`src/rtl/axis_sa_pkg.sv`:
```
// Shared types and constants for the systolic-array input feeder.
// Optional feature macro: SA_FEEDER_LAST_CHECK_EN (adds a last-flag bit to each buffered beat).
package axis_sa_pkg;

    localparam int SA_R  = 4;   // rows; X values per beat
    localparam int SA_C  = 8;   // columns; K values per beat
    localparam int SA_WX = 4;   // X element width
    localparam int SA_WK = 8;   // K element width
    localparam int SA_WL = 16;  // accumulation length / beat counter width

    typedef logic [SA_R-1:0][SA_WX-1:0] x_beat_t;
    typedef logic [SA_C-1:0][SA_WK-1:0] k_beat_t;

    // Width of the per-beat last flag carried through the skid FIFOs.
`ifdef SA_FEEDER_LAST_CHECK_EN
    localparam int SA_LAST_W = 1;
`else
    localparam int SA_LAST_W = 0;
`endif

endpackage

```
`src/rtl/axis_skid_fifo.sv`:
```
// Two-entry fall-through skid FIFO with a registered ready.
// When empty, an incoming beat is presented on o_data in the same cycle and can be
// popped straight through without being stored; otherwise the head entry is presented.
// Handshake: a beat is accepted on a rising edge where i_valid && o_ready. o_ready is a
// register equal to "not full", so no combinational path exists from i_pop to o_ready.
module axis_skid_fifo
#(
    parameter int W = 8
)
(
    input  logic         clk,
    input  logic         rstn,
    input  logic         i_valid,
    output logic         o_ready,
    input  logic [W-1:0] i_data,
    output logic         o_avail,
    output logic [W-1:0] o_data,
    input  logic         i_pop
);

    logic [W-1:0] r_mem [2];
    logic         r_wptr;
    logic         r_rptr;
    logic [1:0]   r_cnt;
    logic         r_ready;

    logic         w_push;
    logic         w_bypass;
    logic         w_store;
    logic         w_take;
    logic         w_empty;
    logic [1:0]   w_cnt_next;

    // Decode push/pop into store-to-memory, bypass and take-from-memory actions.
    always_comb begin
        w_empty    = (r_cnt == 2'd0);
        w_push     = i_valid && r_ready;
        w_bypass   = i_pop && w_empty;
        w_store    = w_push && !w_bypass;
        w_take     = i_pop && !w_empty;
        w_cnt_next = r_cnt + {1'b0, w_store} - {1'b0, w_take};
    end

    assign o_avail = !w_empty || w_push;
    assign o_data  = w_empty ? i_data : r_mem[r_rptr];
    assign o_ready = r_ready;

    // Occupancy, pointers and registered ready (ready is low while in reset).
    always_ff @(posedge clk) begin
        if (!rstn) begin
            r_cnt   <= 2'd0;
            r_wptr  <= 1'b0;
            r_rptr  <= 1'b0;
            r_ready <= 1'b0;
        end else begin
            r_cnt   <= w_cnt_next;
            r_ready <= (w_cnt_next != 2'd2);
            if (w_store) begin
                r_wptr <= ~r_wptr;
            end
            if (w_take) begin
                r_rptr <= ~r_rptr;
            end
        end
    end

    // Storage array; contents are don't-care while the count says empty.
    always_ff @(posedge clk) begin
        if (w_store) begin
            r_mem[r_wptr] <= i_data;
        end
    end

endmodule

```
`src/rtl/axis_sa_feeder.sv`:
```
// Joins the X and K streams into one lock-step beat stream for the systolic array and
// marks the last beat of every accumulation of cfg_k_len beats (0 behaves as 1).
// Optional feature macro: SA_FEEDER_LAST_CHECK_EN adds sx_last/sk_last inputs and a
// sticky err_last output that flags input last markers disagreeing with the counter.
// Handshake: every stream transfers on a rising edge where valid && ready; the output
// holds m_valid, m_last and data stable until m_ready, and never drops m_valid without a
// transfer. Input readies are registered and never depend on m_ready combinationally.
module axis_sa_feeder
    import axis_sa_pkg::*;
#(
    parameter int R  = SA_R,
    parameter int C  = SA_C,
    parameter int WX = SA_WX,
    parameter int WK = SA_WK,
    parameter int WL = SA_WL
)
(
    input  logic                  clk,
    input  logic                  rstn,
    input  logic [WL-1:0]         cfg_k_len,
    input  logic                  sx_valid,
    output logic                  sx_ready,
    input  logic [R-1:0][WX-1:0]  sx_data,
    input  logic                  sk_valid,
    output logic                  sk_ready,
    input  logic [C-1:0][WK-1:0]  sk_data,
    output logic                  m_valid,
    input  logic                  m_ready,
    output logic                  m_last,
    output logic [R-1:0][WX-1:0]  mx_data,
    output logic [C-1:0][WK-1:0]  mk_data,
    output logic                  busy,
`ifdef SA_FEEDER_LAST_CHECK_EN
    input  logic                  sx_last,
    input  logic                  sk_last,
    output logic                  err_last,
`endif
    output logic                  tile_done
);

    localparam int XW = R * WX + SA_LAST_W;
    localparam int KW = C * WK + SA_LAST_W;

    logic [XW-1:0]         w_x_in;
    logic [XW-1:0]         w_x_head;
    logic                  w_x_avail;
    logic [KW-1:0]         w_k_in;
    logic [KW-1:0]         w_k_head;
    logic                  w_k_avail;

    logic                  w_load;
    logic                  w_xfer;
    logic [WL-1:0]         w_len_eff;
    logic                  w_is_last;
    logic [WL-1:0]         w_beat_next;

    logic                  r_m_valid;
    logic                  r_m_last;
    logic [R-1:0][WX-1:0]  r_mx;
    logic [C-1:0][WK-1:0]  r_mk;
    logic [WL-1:0]         r_beat_cnt;
    logic [WL-1:0]         r_len_q;
    logic                  r_tile_done;

`ifdef SA_FEEDER_LAST_CHECK_EN
    logic                  w_flag_err;
    logic                  r_err_last;

    assign w_x_in = {sx_last, sx_data};
    assign w_k_in = {sk_last, sk_data};
`else
    assign w_x_in = sx_data;
    assign w_k_in = sk_data;
`endif

    axis_skid_fifo #(.W(XW)) u_x_fifo (
        .clk     (clk),
        .rstn    (rstn),
        .i_valid (sx_valid),
        .o_ready (sx_ready),
        .i_data  (w_x_in),
        .o_avail (w_x_avail),
        .o_data  (w_x_head),
        .i_pop   (w_load)
    );

    axis_skid_fifo #(.W(KW)) u_k_fifo (
        .clk     (clk),
        .rstn    (rstn),
        .i_valid (sk_valid),
        .o_ready (sk_ready),
        .i_data  (w_k_in),
        .o_avail (w_k_avail),
        .o_data  (w_k_head),
        .i_pop   (w_load)
    );

    // Join decision and beat-counter arithmetic for the beat being loaded this cycle.
    always_comb begin
        w_load    = w_x_avail && w_k_avail && (!r_m_valid || m_ready);
        w_xfer    = r_m_valid && m_ready;
        w_len_eff = r_len_q;
        if (r_beat_cnt == '0) begin
            // A new accumulation picks up the current configuration.
            w_len_eff = (cfg_k_len == '0) ? WL'(1) : cfg_k_len;
        end
        w_is_last   = (r_beat_cnt == (w_len_eff - WL'(1)));
        w_beat_next = w_is_last ? '0 : (r_beat_cnt + WL'(1));
    end

    // Output register: load a joined beat, or clear valid once the held beat leaves.
    always_ff @(posedge clk) begin
        if (!rstn) begin
            r_m_valid <= 1'b0;
            r_m_last  <= 1'b0;
            r_mx      <= '0;
            r_mk      <= '0;
        end else if (w_load) begin
            r_m_valid <= 1'b1;
            r_m_last  <= w_is_last;
            r_mx      <= w_x_head[R*WX-1:0];
            r_mk      <= w_k_head[C*WK-1:0];
        end else if (w_xfer) begin
            r_m_valid <= 1'b0;
        end
    end

    // Beat counter and accumulation length, advanced on every loaded beat.
    always_ff @(posedge clk) begin
        if (!rstn) begin
            r_beat_cnt <= '0;
            r_len_q    <= WL'(1);
        end else if (w_load) begin
            r_beat_cnt <= w_beat_next;
            if (r_beat_cnt == '0) begin
                r_len_q <= w_len_eff;
            end
        end
    end

    // One-cycle completion pulse following the transfer of a last beat.
    always_ff @(posedge clk) begin
        if (!rstn) begin
            r_tile_done <= 1'b0;
        end else begin
            r_tile_done <= w_xfer && r_m_last;
        end
    end

`ifdef SA_FEEDER_LAST_CHECK_EN
    assign w_flag_err = (w_x_head[XW-1] != w_is_last) || (w_k_head[KW-1] != w_is_last);

    // Sticky flag: an input last marker disagreed with the counter on a loaded beat.
    always_ff @(posedge clk) begin
        if (!rstn) begin
            r_err_last <= 1'b0;
        end else if (w_load && w_flag_err) begin
            r_err_last <= 1'b1;
        end
    end

    assign err_last = r_err_last;
`endif

    assign m_valid   = r_m_valid;
    assign m_last    = r_m_last;
    assign mx_data   = r_mx;
    assign mk_data   = r_mk;
    assign busy      = (r_beat_cnt != '0);
    assign tile_done = r_tile_done;

endmodule

```
`config.mk`:
```
export PLATFORM = sky130hd
export DESIGN_NAME = axis_sa_feeder
export DESIGN_NICKNAME = d
export VERILOG_FILES = /design/src/rtl/axis_sa_pkg.sv /design/src/rtl/axis_skid_fifo.sv /design/src/rtl/axis_sa_feeder.sv
export SDC_FILE = /design/constraint.sdc
export NUM_CORES = 1
export LEC_CHECK = 0
export ABC_AREA = 1
export CAP_MARGIN = 0
export CELL_PAD_IN_SITES_DETAIL_PLACEMENT = 0
export CELL_PAD_IN_SITES_GLOBAL_PLACEMENT = 1
export CORE_AREA = 2 2 179 163
export DETAILED_ROUTE_END_ITERATION = 16
export DIE_AREA = 0 0 181 165
export GPL_TIMING_DRIVEN = 0
export PLACE_DENSITY_LB_ADDON = 0.05
export SETUP_SLACK_MARGIN = 0.1
export SYNTH_ARGS = -nofsm -noshare
export SYNTH_HDL_FRONTEND = slang
export SYNTH_SLANG_ARGS = --single-unit
```
`constraint.sdc`:
```
create_clock -name clk -period 17 [get_ports clk]
set_input_delay 5.1 -clock clk [delete_from_list [all_inputs] [get_ports clk]]
set_output_delay 5.1 -clock clk [all_outputs]
set_load 0.03 [all_outputs]
```
==> summary.md, run 1 <==
| Metric | Value |
|---|---|
| Status | `finished clean` |
| Layout cells sized above 1 | `12.9%` |
| F_max | `129 MHz` |
| Final wirelength | `32400 microns` |
| Clock transition at path regs | `~0.060 ns` |
| Leading area contributor after synthesis | `edfxtp_1` |
| Area delta synth->final | `27.5%` |
| Num CTS Buffers | `31` |
| Post-Synth Simple-Gate Area | `about a fifth` |
| Post-CTS Resized | `0` |
| Worst-path cell chain | `clkdlybuf4s50_1 > nor2_1 > nand2_1 > nor2_1 > nand2_1 > nand3_1 > nand2_1 > ha_1 > nand3_1 > nor2_2 > nand3_1 > nand2_1 > nand2_1 > nand2_1 > nand3_1 > nor2_1 > nand4_1 > nand2_1 > nor2_1` |
| Post-CTS Setup Bufs | `0` |
| Cells after Synth | `1270` |
| Syn_area_per_cell | `9.77 sq um` |
| CTS tree | `yes` |
| Adder-Cell Fraction of Synth Area | `0.706%` |
| Die height | `roughly 170 microns` |
| CTS H-tree depth | `1` |
| Setup violators final | `0` |
| Ant. Diodes | `0` |
| TritonCTS Sinks | `around 290` |
| R2R Path End | `r_beat_cnt[14]$_SDFFE_PN0P_` |
| Critical path type | `in -> reg` |
| CTS root buf | `clkbuf_16` |
| Synth top area cells | `edfxtp_1, dfxtp_1, nand2_1, mux2_2, a31oi_1` |
| Total I/O pin count | `187` |
| Clk buf depth | `3` |
| Vias in the first global route | `9297` |
| Post-route setup TNS | `0 ns` |
| First-pass GRT wire length | `50900 microns` |
| Worst skew pair latency | `around 0.56 ns` |
| Min cycle time layout | `between 7 and 8 ns` |
| Starting DRT DRC Count | `548` |
| CP endpoint | `r_beat_cnt[14]$_SDFFE_PN0P_` |
| Initial antenna violation count | `2` |
| RD Place Congestion | `just over 0.8` |
| VDD IR max | `0.0916 mV` |
| Fin. Hold Viols | `0` |
| Syn Nets | `about 1400` |
| Via count | `9362` |
| Crit start category | `input port` |
| Worst Path Arrival | `8.17 ns` |
| Port Buffer Count | `185` |
| Worst slew pin tran | `around 0.89 ns` |
| Power density over the cells | `174 nW/um^2` |
| Yosys cell types | `40` |
| Worst r2r src | `r_beat_cnt[0]$_SDFFE_PN0P_` |
| Xor and xnor area share after synthesis | `1.48%` |
| Compound-Gate Fraction of Synth Area | `under 10%` |
| Critical Path RT | `17.44 ns` |
| Drt via density | `between 4 and 5` |
| Area of the mapped netlist | `12400 sq um` |
| Slew headroom | `40.6%` |
| Most common library cells after synthesis | `nand2_1, edfxtp_1, dfxtp_1` |
| CP most frequent cell | `nand2_1` |
| Die Wd | `~180 microns` |
| Post-synth top area share | `about 39%` |
| CP Max Fanout | `6` |
| Pin count of the biggest net entering global routing | `29` |
| Worst Clk Skew | `~0.016 ns` |
| Post-synthesis sequential area ratio | `between 50% and 60%` |
| Final Cycle Share | `45.4%` |
| Cts hold-fix bufs | `0` |
| Post-DP HPWL | `~23000 microns` |
| Synth warnings | `0` |
| DR DRC count | `0` |
| Post-route ant nets | `0` |
| Number of flops mapped to enable cells by yosys | `160` |
| R2R cell count | `22` |
| FP Rows | `58` |
| Nets | `1600` |
| Most common flop cell mapped by yosys | `edfxtp_1` |
| Hold WC Path Type | `reg -> reg` |
| Slowest cell on crit path | `clkdlybuf4s50_1` |
| Core area | `between 20000 and 30000 sq um` |
| Fin util | `56.8%` |
| Total Routing Usage GR | `21.7%` |
| CP max stage delay | `approximately 0.54 ns` |
| Iteration count of the initial detailed-routing pass | `6` |
| Count leader, synth | `nand2_1` |
| Die Area | `29900 sq um` |
| Critical path startpoint | `cfg_k_len[7]` |
| Async SR Flop Fraction | `0%` |
| Unrepaired setup endpoints after global routing | `false` |
| Initial Util | `approximately 45%` |
| R2R setup slack | `13.39 ns` |
| # fillers | `approximately 2600` |
| Main combinational cell family by area after synthesis | `simple AND/OR/NAND/NOR gates` |
| Max-cap viol count | `0` |
| LEAKAGE | `approximately 0.0058 uW` |
| DR WL/cell | `roughly 17 microns` |
| GR Overflow Total | `0` |
| Max-slew violations | `0` |
| Mux share of post-synthesis cell area | `6.17%` |
| CP endpoint kind | `flop` |
| Synth Register Bits | `287` |
## worst min path at each step
stage                                  from                           end  slack (ns)  cells after the start
6_report       u_x_fifo.r_rptr$_SDFFE_PN0P_                          flop        0.46                      1
5_1_grt        u_x_fifo.r_rptr$_SDFFE_PN0P_  u_x_fifo.r_rptr$_SDFFE_PN0P_        0.49                      1
4_1_cts        u_x_fifo.r_rptr$_SDFFE_PN0P_                          flop        0.45                      1
3_5_place_dp   u_x_fifo.r_rptr$_SDFFE_PN0P_                          flop        0.44                      1
3_3_place_gp   u_x_fifo.r_rptr$_SDFFE_PN0P_  u_x_fifo.r_rptr$_SDFFE_PN0P_        0.44                      1
2_1_floorplan  u_k_fifo.r_rptr$_SDFFE_PN0P_                          flop        0.43                      1
## sequential cells by signal, summed over array words and instances (netlist names), named ones only
signal / count
u_x_fifo.r_cnt: 2
u_k_fifo.r_wptr: 1
u_x_fifo.r_rptr: 1
mk_data: 64
u_k_fifo.r_cnt: 2
u_x_fifo.r_mem: 32
mx_data: 16
u_k_fifo.o_ready: 1
tile_done: 1
m_valid: 1
r_len_q: 16
r_beat_cnt: 16
u_x_fifo.r_wptr: 1
u_x_fifo.o_ready: 1
u_k_fifo.r_mem: 128
m_last: 1
u_k_fifo.r_rptr: 1
## power breakdown
part           leakage [uW]  switching, uW  internal, uW  total, uW
clock network      0.000490            273           379        652
logic               0.00277            696           394       1090
registers           0.00250           79.1           929       1010
total               0.00576           1050          1700       2750
## kinds of logic (layout without fill, tap and decap cells)
kind of cell	Yosys count	count (layout)
mux	68	68
fa+ha+maj	7	7
compound gates	143	143
simple gates	589	589
xor+xnor	21	21
buf+inv	155	402
flops	287	287
## area by class of cell
cell class,instances,area (sq um),area share [%]
sequential,287,7350,46.5
multi-input combinational,828,4460,28.2
timing repair buffer,189,1950,12.3
clock buffer,40,840,5.31
tap,360,450,2.85
inverter,93,349,2.21
buffer,62,274,1.73
clock inverter,18,154,0.973
## worst max-delay path: cells and delay by family
kind	cells	cell delay, ns
adders and majority gates	1	0.26
buffers and inverters	1	0.54
and+or+nand+nor	17	2.26
## metal layers
metal	share of wire, %	routed length (microns)	GRT usage (%)
met5	0.083	27	0
met2	45	14700	36.2
met4	2.4	762	5.76
met3	5.7	1850	5.27
met1	46	15000	28.4
## cell usage in the layout (no fill, tap or decap), types with 52 or more instances in the layout
cell and instances:
a31oi_1 80, clkbuf_1 52, clkdlybuf4s50_1 185, dfxtp_1 127
edfxtp_1 160, inv_1 80, mux2_2 68, nand2_1 390
nand3_1 54, nor2_1 72
## metrics by stage
step	cell area, sq um	hold slack, ns	std cells	setup WS [ns]	total power [uW]
2_1_floorplan	12400	0.426	1270	8.08	1700
3_3_place_gp	14700	0.436	1815	5.51	2100
3_5_place_dp	14800	0.445	1819	8.71	2120
4_1_cts	15800	0.453	1877	9.29	2780
5_1_grt	15800	0.490	1877	8.94	2920
6_report	15800	0.458	1877	9.28	2750
Power figures use the tool's default switching activity.
==> run 2: changes to the inputs <==
- CORE_AREA: 2 2 179 163 -> 2 2 194 177
- DIE_AREA: 0 0 181 165 -> 0 0 196 179
- clock period: 17 -> 6.7 ns (I/O delays scaled with it)
==> summary.md, run 2 (synthesized netlist as in run 1, its figures left out) <==
| Metric | Value |
|---|---|
| Status | `finished clean` |
| TritonCTS Sinks | `287 (unchanged)` |
| First-pass GRT wire length | `53100 microns (+4.2%)` |
| Worst Clk Skew | `0.00907 ns (-0.00726 ns)` |
| Max-slew violations | `0 (unchanged)` |
| Final Cycle Share | `slightly below 70%` |
| Max-cap viol count | `0 (unchanged)` |
| Worst r2r src | `r_beat_cnt[0]$_SDFFE_PN0P_` |
| CTS root buf | `clkbuf_16` |
| Unrepaired setup endpoints after global routing | `false` |
| DR DRC count | `0 (unchanged)` |
| Worst Path Arrival | `5.12 ns (-3.05 ns)` |
| Initial antenna violation count | `2 (unchanged)` |
| CTS tree | `yes` |
| Die Area | `35100 sq um (+17%)` |
| Die Wd | `196 microns (+8.3%)` |
| Ant. Diodes | `0 (unchanged)` |
| Final wirelength | `34200 microns (+5.7%)` |
| Setup violators final | `0 (unchanged)` |
| Hold WC Path Type | `reg -> reg` |
| Largest register FFs | `128 (unchanged)` |
| Total I/O pin count | `187 (unchanged)` |
| CP endpoint kind | `flop` |
| CP endpoint | `u_k_fifo.o_ready$_SDFF_PN0_` |
| Port Buffer Count | `185 (unchanged)` |
| Critical path startpoint | `sk_valid` |
| FP Rows | `64 (+10%)` |
| Min cycle time layout | `4.61 ns` |
| VDD IR max | `0.280 mV (+210%)` |
| Layout cells sized above 1 | `13.1% (+0.25 points)` |
| Nets | `1602 (+0.13%)` |
| Power density over the cells | `444 nW/um^2 (+160%)` |
| R2R setup slack | `3.14 ns (-10.25 ns)` |
| Commonest cells after routing, fill and taps aside | `nand2_1, clkdlybuf4s50_1, edfxtp_1` |
| Commonest non-fill, non-tap cell in the layout | `nand2_1` |
| Final Total Pwr | `7100 uW (+160%)` |
| CTS H-tree depth | `1 (unchanged)` |
| Post-CTS Setup Bufs | `0 (unchanged)` |
| Drt via density | `4.77 (-4.4%)` |
| CP max stage delay | `0.67 ns (+0.13 ns)` |
| Total Routing Usage GR | `19.6% (-2.1 points)` |
| Crit start category | `input port` |
| Area delta synth->final | `28.8%` |
| Core area | `33300 sq um (+20%)` |
| Via count | `9292 (-0.75%)` |
| Fin. Hold Viols | `0 (unchanged)` |
| GR Overflow Total | `0 (unchanged)` |
| Slew headroom | `41.0% (+0.40 points)` |
| Post-DP HPWL | `24300 microns (+5.6%)` |
| LEAKAGE | `0.00580 uW (+0.69%)` |
| Pin count of the biggest net entering global routing | `30 (+3.4%)` |
| Clk buf depth | `3 (unchanged)` |
| CP most frequent cell | `nand2_1` |
| Worst skew pair latency | `0.57 ns (about the same)` |
| Worst slew pin tran | `0.885 ns (-0.00597 ns)` |
| DR WL/cell | `17.6 microns (+1.9%)` |
| Fin util | `48.0% (-8.8 points)` |
| Starting DRT DRC Count | `434 (-21%)` |
| Post-route ant nets | `0 (unchanged)` |
| Vias in the first global route | `9413 (+1.2%)` |
| CP Max Fanout | `10 (+4)` |
| Post-CTS Resized | `0 (unchanged)` |
| Initial Util | `37.2% (-7.3 points)` |
| Finished Layout Cells | `1948 (+3.8%)` |
| Critical path type | `in -> reg` |
| Num CTS Buffers | `31 (unchanged)` |
| Die height | `179 microns (+8.5%)` |
| Critical Path RT | `7.21 ns (-10.23 ns)` |
| Slowest cell on crit path | `clkbuf_1` |
| Cts hold-fix bufs | `0 (unchanged)` |
| Iteration count of the initial detailed-routing pass | `5 (-1)` |
| Clock transition at path regs | `0.06 ns (about the same)` |
| R2R Path End | `r_beat_cnt[14]$_SDFFE_PN0P_` |
| Worst-path cell chain | `clkdlybuf4s50_1 > nand2_1 > nand2_1 > nand3_1 > clkbuf_1 > nor2_1 > clkbuf_1 > ha_1 > inv_1 > ha_1 > xnor2_1 > xor2_1 > nand2_1 > nand2_1` |
| F_max | `217 MHz` |
| Top reg by flops | `u_k_fifo.r_mem` |
| R2R cell count | `22 (unchanged)` |
| RD Place Congestion | `0.812 (-2.0%)` |
| Placed cell count | `1890 (+3.9%)` |
[run 2: layout make-up]
type | instances | area [sq um]
fill | 3190 | 17300
sequential | 287 | 7350
multi-input combinational | 828 | 4460
timing repair buffer | 191 | 1990
clock buffer | 44 | 865
tap | 429 | 537
inverter | 93 | 349
buffer | 62 | 274
clock inverter | 14 | 163
[run 2: how the worst min path moves through the flow]
stage / start / end / slack [ns] / cells past startpoint
after floorplan: u_k_fifo.r_rptr$_SDFFE_PN0P_ / flop / 0.43 / 1
after global placement: u_k_fifo.r_rptr$_SDFFE_PN0P_ / u_k_fifo.r_rptr$_SDFFE_PN0P_ / 0.44 / 1
after detailed placement: u_x_fifo.r_rptr$_SDFFE_PN0P_ / u_x_fifo.r_rptr$_SDFFE_PN0P_ / 0.45 / 1
after CTS: u_k_fifo.r_rptr$_SDFFE_PN0P_ / u_k_fifo.r_rptr$_SDFFE_PN0P_ / 0.46 / 1
after global routing: u_x_fifo.r_rptr$_SDFFE_PN0P_ / flop / 0.48 / 1
final: u_x_fifo.r_rptr$_SDFFE_PN0P_ / flop / 0.46 / 1
[run 2: worst max-delay path, delay by kind of cell]
kind	cells	cell delay, ns
and+or+nand+nor	6	0.72
buffers and inverters	4	1.44
xor gates and xnor gates	2	0.36
adders and majority gates	2	0.56
[run 2: routing by layer]
metal  share of wire [%]  vias to the layer above  track usage, %
met5               0.044                        -               0
li1                    -                     4724               -
met3                 6.1                       46            4.74
met2                  45                      182            31.6
met1                  46                     4338            26.3
met4                 2.4                        2            5.27
[run 2: stage by stage]
step                cell area (sq um)  hold slack, ns  worst slack, ns  setup TNS [ns]
floorplan                       12400           0.426            0.870               0
global placement                14800           0.436            -1.95         -246.65
detailed placement              15000           0.449             1.41               0
CTS                             16000           0.460             2.01               0
global route                    16000           0.480             1.80               0
finish                          16000           0.460             2.09               0
[run 2: where the power goes]
group	internal [uW]	switching (uW)	total, uW
Sequential	2360	197	2550
Clock	1020	712	1730
Combinational	1020	1800	2820
Total	4390	2710	7100
==> run 3: changes to the inputs <==
- CORE_AREA: 2 2 194 177 -> 2 2 185 169
- DIE_AREA: 0 0 196 179 -> 0 0 187 171
- clock period: 6.7 -> 4.3 ns (I/O delays scaled with it)
==> summary.md, run 3 (synthesized netlist as in run 1, its figures left out) <==
| Metric | Value |
|---|---|
| CP max stage delay | `0.58 ns (-0.09 ns)` |
| TritonCTS Sinks | `287 (unchanged)` |
| Fin worst setup slack | `0.441 ns (-1.65 ns)` |
| Int Pwr | `7040 uW (+60%)` |
| Fin. Hold Viols | `0 (unchanged)` |
| Routed wl met2 | `15300 microns (-0.80%)` |
| Clock power share | `26.4% (+2.1 points)` |
| Slowest cell on crit path | `clkdlybuf4s50_1` |
| Area taken by flip-flops and latches | `7350 sq um (unchanged)` |
| Status | `finished clean` |
| VDD IR max | `0.316 mV (+13%)` |
| Slew headroom | `40.4% (-0.52 points)` |
| GR Overflow Total | `0 (unchanged)` |
| Pin count of the biggest net entering global routing | `29 (-3.3%)` |
| Clock transition at path regs | `0.06 ns (about the same)` |
| Initial Util | `40.9% (+3.7 points)` |
| Num CTS Buffers | `34 (+9.7%)` |
| Total Routing Usage GR | `20.5% (+0.96 points)` |
| # fillers | `2830 (-11%)` |
| CP delay by family, top | `simple AND/OR/NAND/NOR gates` |
| Largest register FFs | `128 (unchanged)` |
| F_max | `roughly 260 MHz` |
| Via count | `9375 (+0.89%)` |
| R2R Path End | `m_last$_SDFFE_PN0P_` |
| Highest routed metal layer | `met5` |
| Commonest non-fill, non-tap cell in the layout | `nand2_1` |
| FP Rows | `61 (-4.7%)` |
| R2R cell count | `22 (unchanged)` |
| Max-cap viol count | `0 (unchanged)` |
| Core area | `30300 sq um (-9.0%)` |
| Combinational share of power | `38.2% (-1.5 points)` |
| Clk buf depth | `3 (unchanged)` |
| Worst slew pin tran | `0.892 ns (+0.00786 ns)` |
| Setup violators final | `0 (unchanged)` |
| R2R setup slack | `0.82 ns (-2.32 ns)` |
| Area delta synth->final | `29.5%` |
| Die Area | `32000 sq um (-8.9%)` |
| RD Place Congestion | `0.800 (-1.4%)` |
| Worst skew pair latency | `0.51 ns (-0.06 ns)` |
| Unrepaired setup endpoints after global routing | `false` |
| Layout cells sized above 1 | `13.5% (+0.43 points)` |
| Worst path bufs/invs | `2 (-2)` |
| Metal1 wirelength | `15100 microns (-4.5%)` |
| Cts hold-fix bufs | `0 (unchanged)` |
| Worst r2r src | `r_beat_cnt[0]$_SDFFE_PN0P_` |
| CTS tree | `yes` |
| Final Cycle Share | `89.8%` |
| CTS root buf | `clkbuf_16` |
| Final Total Pwr | `11200 uW (+58%)` |
| Initial antenna violation count | `4 (+2)` |
| Sequential Power Share | `35.4% (-0.6 points)` |
| CP Max Fanout | `6 (-4)` |
| DP Worst Slack | `-0.125 ns (-1.54 ns)` |
| Post-route ant nets | `0 (unchanged)` |
| CP endpoint kind | `flop` |
| CP most frequent cell | `nand2_1` |
| Switching Share | `37.3% (-0.83 points)` |
| DR WL/cell | `17.0 microns (-3.1%)` |
| Post-DP HPWL | `23300 microns (-4.4%)` |
| Min cycle time layout | `3.86 ns` |
| Critical path type | `in -> reg` |
| Worst-path cell chain | `clkdlybuf4s50_1 > nor2_1 > nand2_1 > nor2_1 > nand2_1 > nand3_1 > nand2_1 > ha_1 > nand3_1 > nor2_2 > nand3_1 > nand2_1 > nand2_1 > nand2_1 > nand3_1 > nor2_1 > nand4_1 > buf_4 > a21oi_1` |
| DR WL met3 | `1960 microns (-5.9%)` |
| Starting DRT DRC Count | `525 (+21%)` |
| Die Wd | `187 microns (-4.6%)` |
| DR DRC count | `0 (unchanged)` |
| Total I/O pin count | `187 (unchanged)` |
| Worst Path Arrival | `4.30 ns (-0.82 ns)` |
| CTS H-tree depth | `2 (+1)` |
| Die height | `171 microns (-4.5%)` |
| Final wirelength | `32900 microns (-3.8%)` |
| Multi-input logic area | `4460 sq um (unchanged)` |
| NetSw | `4200 uW (+55%)` |
| Vias in the first global route | `9199 (-2.3%)` |
| Crit start category | `input port` |
| HP Start | `u_x_fifo.r_rptr$_SDFFE_PN0P_` |
| Nets | `1605 (+0.19%)` |
| First-pass GRT wire length | `51400 microns (-3.2%)` |
| Hold WC Path Type | `reg -> reg` |
| Critical Path RT | `4.74 ns (-2.47 ns)` |
| Power density over the cells | `700 nW/um^2 (+57%)` |
| Top reg by flops | `u_k_fifo.r_mem` |
| Port Buffer Count | `185 (unchanged)` |
| Iteration count of the initial detailed-routing pass | `5 (unchanged)` |
| Worst Clk Skew | `0.0130 ns (+0.00390 ns)` |
| LEAKAGE | `0.00585 uW (+0.83%)` |
| Post-route setup TNS | `0 ns (unchanged)` |
| Drt via density | `4.85 (+1.6%)` |
| Placed cell count | `1869 (-1.1%)` |
| Hold Path Cell Cnt | `1 (unchanged)` |
| Finished Layout Cells | `1934 (-0.72%)` |
| Max-slew violations | `0 (unchanged)` |
| Commonest cells after routing, fill and taps aside | `nand2_1, clkdlybuf4s50_1, edfxtp_1` |
[run 3: cell types whose count changed in the layout (fill, tap and decap cells not counted)]
cell / previous run / this run
clkinv_8: 0 / 1
buf_12: 2 / 4
clkbuf_1: 55 / 49
buf_6: 4 / 5
buf_8: 1 / 0
buf_4: 2 / 3
bufinv_16: 3 / 4
buf_16: 3 / 0
clkinv_1: 2 / 4
diode_2: 0 / 3
clkinv_2: 8 / 6
clkbuf_16: 31 / 35
inv_6: 1 / 2
clkinvlp_4: 0 / 2
[run 3: timing repair]
item	CTS	global route
resized for setup	0	1
buffers inserted	0	1
setup endpoints to repair	0	3
[run 3: cell type report]
type                    count  area share [%]
inverters                  93            2.17
multi-input cells         828            27.7
plain buffers              62            1.71
well taps                 409            3.18
repair buffers            191            12.1
diodes                      3          0.0467
clock buffers              42            5.86
clock inverters            19            1.43
flip-flops and latches    287            45.7
[run 3: worst register-to-register path, delay by kind of cell (launching register included)]
family,cells,cell delay (ns)
simple gates,15,2.03
fa+ha+maj,2,0.48
buf+inv,4,0.44
flops,1,0.37
compound gates,1,0.10
[run 3: power by group through the flow]
stage / clock network [uW] / logic (uW) / registers [uW]
floorplan: 0 / 2100 / 4620
global placement: 0 / 4250 / 4050
detailed placement: 0 / 4330 / 4030
CTS: 3040 / 4350 / 3990
global route: 3150 / 4700 / 4060
finish: 2970 / 4290 / 3980
[run 3: through the flow]
stage	util [%]	hold slack (ns)	area (sq um)
2_1_floorplan	-	0.426	12400
3_3_place_gp	48.8	0.435	14800
3_5_place_dp	49.1	0.448	14900
4_1_cts	53.0	0.445	16100
5_1_grt	53.0	0.479	16100
6_report	53.0	0.451	16100
[run 3: worst max-delay path by stage]
stage,start,to,cells after the start
after floorplan,sk_valid,u_k_fifo.r_mem[1][0]$_DFFE_PP_,9
after global placement,m_ready,u_k_fifo.r_mem[1][45]$_DFFE_PP_,10
after detailed placement,cfg_k_len[3],r_beat_cnt[14]$_SDFFE_PN0P_,22
after CTS,cfg_k_len[3],r_beat_cnt[14]$_SDFFE_PN0P_,22
after global routing,cfg_k_len[3],m_last$_SDFFE_PN0P_,22
final,cfg_k_len[3],m_last$_SDFFE_PN0P_,19
[run 3: routing by layer]
metal / track usage, % / up-vias
li1: - / 4748
met1: 27.1 / 4399
met2: 34.2 / 191
met3: 5.19 / 35
met4: 4.55 / 2
met5: 0 / -
